File: src/rtl/mdu_pkg.sv
// Shared definitions for the iterative multiply/divide unit: op encodings,
// FSM state type, datapath width and iteration count.
package mdu_pkg;

    localparam int MDU_WIDTH = 16;
    localparam int MDU_ITER  = 16;

    typedef enum logic [1:0] {
        OP_MULTU = 2'b00,
        OP_MULT  = 2'b01,
        OP_DIVU  = 2'b10,
        OP_DIV   = 2'b11
    } mdu_op_e;

    typedef enum logic [1:0] {
        S_IDLE = 2'b00,
        S_CALC = 2'b01,
        S_FIN  = 2'b10
    } mdu_state_e;

endpackage

File: src/rtl/mult_div_unit.sv
// Iterative 16x16 multiply / 16/16 divide sharing one 32-bit shift register and
// one 17-bit adder. Signed MULT/DIV only when MDU_SIGNED_EN is defined.
module mult_div_unit
    import mdu_pkg::*;
(
    input  logic                 clk,
    input  logic                 rst,
    input  logic                 start,
    input  logic [1:0]           op,
    input  logic [MDU_WIDTH-1:0] a_in,
    input  logic [MDU_WIDTH-1:0] b_in,
    input  logic                 abort,
    output logic [MDU_WIDTH-1:0] hi,
    output logic [MDU_WIDTH-1:0] lo,
    output logic                 busy,
    output logic                 done
);

    localparam int W = MDU_WIDTH;

    mdu_state_e     state;
    logic [3:0]     cnt;
    logic [2*W-1:0] acc;     // mult: {partial, multiplier}; div: {remainder, dividend/quotient}
    logic [W-1:0]   dvsr;    // multiplicand or divisor magnitude
    logic [W-1:0]   a_raw;
    logic           is_div;
    logic           dz;
    logic [W-1:0]   hi_r, lo_r;

    // operand magnitudes
    logic [W-1:0] a_mag, b_mag;
`ifdef MDU_SIGNED_EN
    logic sgn_a, sgn_b;
    logic neg_q, neg_r;

    always_comb begin
        sgn_a = op[0] & a_in[W-1];
        sgn_b = op[0] & b_in[W-1];
        a_mag = sgn_a ? -a_in : a_in;
        b_mag = sgn_b ? -b_in : b_in;
    end
`else
    logic unused_op0;
    assign unused_op0 = op[0];
    assign a_mag = a_in;
    assign b_mag = b_in;
`endif

    // shared adder: mult adds multiplicand to the upper half, div subtracts the
    // divisor from the shifted remainder (carry out = no borrow)
    logic [W:0]   add_x, add_y;
    logic         add_cin;
    logic [W+1:0] add_sum;
    logic [2*W-1:0] acc_nxt;

    always_comb begin
        if (is_div) begin
            add_x   = acc[2*W-1:W-1];
            add_y   = ~{1'b0, dvsr};
            add_cin = 1'b1;
        end else begin
            add_x   = {1'b0, acc[2*W-1:W]};
            add_y   = {1'b0, dvsr};
            add_cin = 1'b0;
        end
        add_sum = {1'b0, add_x} + {1'b0, add_y} + {{(W+1){1'b0}}, add_cin};
    end

    always_comb begin
        if (is_div)
            acc_nxt = add_sum[W+1] ? {add_sum[W-1:0], acc[W-2:0], 1'b1}
                                   : {acc[2*W-2:0], 1'b0};
        else
            acc_nxt = acc[0] ? {add_sum[W:0], acc[W-1:1]}
                             : {1'b0, acc[2*W-1:W], acc[W-1:1]};
    end

    logic [W-1:0] res_hi, res_lo;

    always_comb begin
`ifdef MDU_SIGNED_EN
        if (is_div) begin
            res_lo = neg_q ? -acc[W-1:0]   : acc[W-1:0];
            res_hi = neg_r ? -acc[2*W-1:W] : acc[2*W-1:W];
        end else begin
            {res_hi, res_lo} = neg_q ? -acc : acc;
        end
`else
        {res_hi, res_lo} = acc;
`endif
        // divide by zero reports the raw dividend, regardless of signedness
        if (is_div && dz) begin
            res_hi = a_raw;
            res_lo = '1;
        end
    end

    always_ff @(posedge clk) begin
        if (rst) begin
            state  <= S_IDLE;
            cnt    <= '0;
            acc    <= '0;
            dvsr   <= '0;
            a_raw  <= '0;
            is_div <= 1'b0;
            dz     <= 1'b0;
            hi_r   <= '0;
            lo_r   <= '0;
`ifdef MDU_SIGNED_EN
            neg_q  <= 1'b0;
            neg_r  <= 1'b0;
`endif
        end else begin
            case (state)
                S_IDLE: begin
                    if (start && !abort) begin
                        acc    <= {{W{1'b0}}, (op[1] ? a_mag : b_mag)};
                        dvsr   <= op[1] ? b_mag : a_mag;
                        a_raw  <= a_in;
                        is_div <= op[1];
                        dz     <= op[1] && (b_in == '0);
                        cnt    <= '0;
                        state  <= S_CALC;
`ifdef MDU_SIGNED_EN
                        neg_q  <= sgn_a ^ sgn_b;
                        neg_r  <= sgn_a;
`endif
                    end
                end
                S_CALC: begin
                    if (abort) begin
                        state <= S_IDLE;
                    end else begin
                        acc <= acc_nxt;
                        cnt <= cnt + 4'd1;
                        if (cnt == 4'(MDU_ITER-1))
                            state <= S_FIN;
                    end
                end
                S_FIN: begin
                    if (!abort) begin
                        hi_r <= res_hi;
                        lo_r <= res_lo;
                    end
                    state <= S_IDLE;
                end
                default: state <= S_IDLE;
            endcase
        end
    end

    // FIN presents the corrected result in the same cycle as the done pulse;
    // a flush or reset in that cycle withholds both
    assign busy = (state != S_IDLE);
    assign done = (state == S_FIN) && !abort && !rst;
    assign hi   = done ? res_hi : hi_r;
    assign lo   = done ? res_lo : lo_r;

endmodule

File: config.mk
export PLATFORM = sky130hd
export DESIGN_NAME = mult_div_unit
export DESIGN_NICKNAME = d
export VERILOG_FILES = /design/src/rtl/mdu_pkg.sv /design/src/rtl/mult_div_unit.sv
export SDC_FILE = /design/constraint.sdc
export NUM_CORES = 1
export LEC_CHECK = 0
export BUFFER_PORTS_ARGS = -buffer_cell sky130_fd_sc_hd__buf_2
export CORE_MARGIN = 1.5
export CORE_UTILIZATION = 40
export CTS_CLUSTER_DIAMETER = 100
export DETAILED_ROUTE_END_ITERATION = 8
export SKIP_LAST_GASP = 1
export SYNTH_ARGS = -nofsm -noshare
export SYNTH_HDL_FRONTEND = slang
export SYNTH_SLANG_ARGS = --single-unit
File: constraint.sdc
create_clock -name clk -period 4.9 [get_ports clk]
set_input_delay 0.735 -clock clk [delete_from_list [all_inputs] [get_ports clk]]
set_output_delay 0.735 -clock clk [all_outputs]
set_load 0.01 [all_outputs]
## Yosys cells after proc, flatten, opt, wreduce, memory -nomap -nowiden

Cells that the tools add are included.
W data, S select, Z words.

- Add/subtract/negate cells: 3
- Equality and inequality tests: 6
- Mux-type cells: 22
- Bitwise operators: 2
- Reductions and logical operators: 15

Operators by type and width:

| kind | number |
|---|---|
| $mux W32 | 5 |
| $mux W16 | 6 |
| $pmux W32 S2 | 1 |
| $mux W17 | 2 |
| $add A17 B17 Y18 | 1 |
| $add A18 B1 Y18 | 1 |
| $not A16 Y17 | 1 |
| $logic_not A16 Y1 | 1 |
| $mux W4 | 2 |
| $pmux W4 S2 | 1 |
| $mux W2 | 3 |
| $reduce_and A2 Y1 | 3 |
| $logic_and A1 B1 Y1 | 5 |
| $add A4 B1 Y4 const B | 1 |
| $eq A4 B4 Y1 const B | 1 |
| $ne A2 B2 Y1 const B | 2 |
| $pmux W2 S2 | 1 |
| $reduce_bool A2 Y1 | 2 |
| $ne A3 B3 Y1 const B | 1 |
| $reduce_and A3 Y1 | 1 |
| $eq A2 B1 Y1 const B | 1 |
| $eq A2 B2 Y1 const B | 1 |
| $logic_not A1 Y1 | 2 |
| $logic_not A2 Y1 | 1 |
| other kinds (2) | 2 |

- Flip-flop bits (word level): 104
- Bits of input ports: 38
- Output and inout port bits: 34
- Logic and storage cells: 57

## Logic depth before layout (Yosys ltp)

- Depth in word-level cells: 8
- Depth in mapped cells: 14
- Depth with buffers taken out: 9

## Worst setup path after synthesis

No wires, ideal clock.

- Path kind: flip-flop to flip-flop
- Start: reg is_div
- End: reg acc[16]
- Data arrival time: 3.658 ns
- Setup slack: 1.125 ns
- Stages on the path, launching flop included: 14
- Buffers on the path: 5
- Period minus slack after synthesis: 3.775 ns
- Cell sequence: dfxtp_1 clkbuf_1 buf_1 clkbuf_1 mux2_2 ha_1 buf_2 and4_1 nand3_1 a211o_4 a31oi_4 buf_6 nand4_1 a32o_1

- Longest elaborated chain between the ends: 7
- Elaborated cells between the ends (all ways): 10
- Classes of those cells: 2 x add/sub; 8 x mux

Ends and longest elaborated chain:

| element | RTL line | text |
|---|---|---|
| start: declaration | mult_div_unit.sv:26 | `logic is_div;` |
| start signal: assignment | mult_div_unit.sv:120 | `is_div <= op[1];` |
| $mux W17 | mult_div_unit.sv:57 | `if (is_div) begin` |
| $add A17 B17 Y18 | mult_div_unit.sv:66 | `add_sum = {1'b0, add_x} + {1'b0, add_y} + {{(W+1){1'b0}}, add_cin};` |
| $add A18 B1 Y18 | mult_div_unit.sv:66 |  |
| $mux W32, on equally long branches | mult_div_unit.sv:74, mult_div_unit.sv:71 |  |
| $mux W32 (*) | mult_div_unit.sv:70 | `if (is_div)` |
| $mux W32 (*) | mult_div_unit.sv:131 | `if (abort) begin` |
| $pmux W32 S2 (*) | mult_div_unit.sv:114 | `case (state)` |
| end signal: assignment | mult_div_unit.sv:117 | `acc <= {{W{1'b0}}, (op[1] ? a_mag : b_mag)};` |
| end signal: assignment | mult_div_unit.sv:134 | `acc <= acc_nxt;` |
| end: declaration | mult_div_unit.sv:23 | `logic [2*W-1:0] acc;` |

Mark *: on every way between the ends. The rest lies on a longest branch, timed or not. The select of a mux whose other input is x is not followed.
A chain may end at the register's enable or synchronous reset.

## Final worst setup path

Ends and elaborated chain as after synthesis.

==> results.cfg <==
[logic_synthesis]
yosysWarnings = 0
synth.cell_area_um2 = 6623
synth_commonest_cells = dfxtp_1, nand2_1, a21oi_1
synth_edf_count = 0
syn-instance-count = 827
ys_seq_area_share_pct = 31.44
syn-num-nets = 882
syn_area_per_cell_um2 = 8.008
async_reset_ff_share_pct = 0
netlist_top_cells_area = dfxtp_1, a21o_1, mux2i_1, a21oi_1, nand2_1
netlist-cell-type-count = 65
yosys_most_used_dff = dfxtp_1
ys_ff_latch = 104
yosys.area.top_type_share_pct = 31.44
synthMostInstantiatedCell = dfxtp_1
synth_top_cell_by_area = dfxtp_1

[pwr]
p_sw_uw = 545.7
clockPowerShare_pct = 39.5
p_comb_share_pct = 14.5
p_leak_uw = 0.003535
peakVddDrop_mv = 0.1507
cellPowerDensity_nw_per_um2 = 264.8
p_sw_share_pct = 27.81
p_seq_share_pct = 46.0
cell_internal_pwr_uw = 1416

[setup_path]
crit_path_max_incr_delay_ns = 0.94
cp_cell_sequence = mux2_2 > ha_1 > nand4_1 > or3_4 > a211o_4 > a31oi_4 > nand4_1 > a32o_1
arrival_ns = 4.19
crit_type = reg2reg
end_kind = register
critPathLaunchType = register
worstPathRequired_ns = 5.15
cpMostUsedCell = nand4_1
crit_fanout = 71
critPathBufInv = 0
cpLargestDelayFamily = compound AO/OA/AOI/OAI gates
crit_path_top_delay_cell = dfxtp_4

[timing]
fin_crit_ns = 3.935
tightest_slew_ns = 0.9883
hold_slack_ns = 0.4534
finClkSkew_ns = 0.009055
post-route-period-util_pct = 80.31
fin_tns_setup_ns = 0
relSlewSlack_pct = 33.83
setup_viol = 0
fmax_ghz = 0.2541
slew_violations = 0
rsz0062_at_grt = no
hold_viol_final = 0

[floorplanning]
dieArea_um2 = 17340
die_h_um = 131.7
rows = 46
start_util_pct = 41.39
fp.dieW_um = 131.7
coreArea_um2 = 16000
pin_count = 72

[routing]
drc = 0
drtAntennaViolNets = 0
drt-total-wl_um = 18730
post_drt_via_cell_ratio = 5.597
drt_pass1_iterations = 5
num_vias = 6028
first_iter_violations = 495
wire_per_inst_um = 17.39

[final_layout]
areaGrowthSynthToFinish_pct = 11.90
fin_nets = 911
post_route_cells_drive_above_1_share_pct = 15.56
diodes = 0
fillers = 1717

[clock_network]
cts_hold_buf = 0
ctsRootBufferMaster = clkbuf_16
cts_setup_buffers = 0
cts_buffer_depth = 2
cts_buffers = 9
clk_latency_ns = 0.36
h-tree-depth = 3
ctsResizeCount = 0
cts_tree = yes
clock_sinks = 104
cts.clk_slew.worst_paths_ns = 0.07

[global_routing]
grt.total_usage_pct = 21.94
grt_pass1_vias = 5639
grt_pass1_wl_um = 30460
antenna_found_initial = 0
overflow = 0
grt_max_degree = 72

[placed_design]
gp_congestion = 0.8634
dp.final_hpwl_um = 13600
io_buffers = 70

[outcome]
run_status = finished, final reports clean

[min_path]
hold_path.class = reg2reg

[job]
maxCapViolations = 0
## power by group through the flow
| stage | clock network (uW) | registers, uW | logic (uW) |
|---|---|---|---|
| CTS | 785 | 903 | 281 |
| finish | 774 | 903 | 284 |
| global placement | 0 | 922 | 279 |
| global route | 815 | 908 | 314 |
| detailed placement | 0 | 923 | 279 |
| floorplan | 0 | 905 | 208 |
## layout by cell type (no fill, tap or decap), drive strengths merged, types with 3 or more instances in the layout
master	n
nor2	77
or3	5
nand3	8
xor2	19
a211oi	49
nor4	3
ha	16
a32o	3
nand4	6
or2	5
o211ai	4
mux2	17
clkinv	3
nand2	103
a31oi	7
nor3	11
a21oi	80
and2	3
a21boi	3
inv	9
o21a	6
a211o	6
nor3b	5
clkbuf	12
buf	82
o21ai	14
and3	3
nand3b	4
xnor2	6
dfxtp	104
a21o	76
o41ai	3
o31ai	8
nor2b	19
mux2i	42
nand2b	13
## final cells by class
class	count	area, um^2	share of cell area [%]
Timing Repair Buffer	82	440.4	5.943
Tap cell	216	270.3	3.647
Clock inverter	4	51.30	0.6922
Sequential cell	104	2086	28.14
Multi-Input combinational cell	649	4259	57.47
Inverter	10	37.54	0.5065
Clock buffer	12	266.5	3.596
## worst reg2reg max path, cell delays in order (launching register included)
cell,delay [ns]
dfxtp_4,0.94
mux2_2,0.44
ha_1,0.41
nand4_1,0.12
or3_4,0.38
a211o_4,0.39
a31oi_4,0.70
nand4_1,0.18
a32o_1,0.29
## final timing paths
check	start	endpoint	slack, ns	cells after the start
min reg2reg	lo_r[0]	lo_r[0]	0.45	1
max reg2reg	is_div	acc[16]	0.96	8
min	lo_r[0]	lo_r[0]	0.45	1
max	is_div	acc[16]	0.96	8
## layer usage
layer / vias to the layer above / GRT usage (%) / routed length (um)
li1: 3034 / - / -
met1: 2811 / 32.03 / 9364
met2: 171 / 34.39 / 8280
met3: 12 / 3.279 / 951
met4: 0 / 4.012 / 136
met5: - / 0 / 0
## through the flow
| step | setup slack (ns) | instance area, um^2 | total power (uW) | cells | utilization [%] |
|---|---|---|---|---|---|
| floorplan | 1.125 | 6623 | 1113 | 827 | - |
| global placement | 0.9761 | 7093 | 1201 | 1061 | 44.33 |
| detailed placement | 0.9873 | 7093 | 1202 | 1061 | 44.33 |
| CTS | 0.9603 | 7411 | 1969 | 1077 | 46.32 |
| global route | 0.7194 | 7411 | 2037 | 1077 | 46.32 |
| finish | 0.9647 | 7411 | 1962 | 1077 | 46.32 |
## cell families (layout without fill, tap and decap cells)
logic type | count (synthesis) | after routing | synth area share [%]
compound gates | 277 | 277 | 29.08
simple gates | 271 | 271 | 19.06
flops | 104 | 104 | 31.44
buf+inv | 74 | 108 | 4.553
mux | 59 | 59 | 9.239
xor+xnor | 25 | 25 | 3.306
fa+ha+maj | 17 | 17 | 3.325
## sequential cells by signal, indices dropped and copies added, names as in the netlist
register,cells
dvsr,16
hi_r,16
is_div,1
dz,1
acc,32
cnt,4
lo_r,16
state,2
a_raw,16
(Power assumes the default switching activity.)
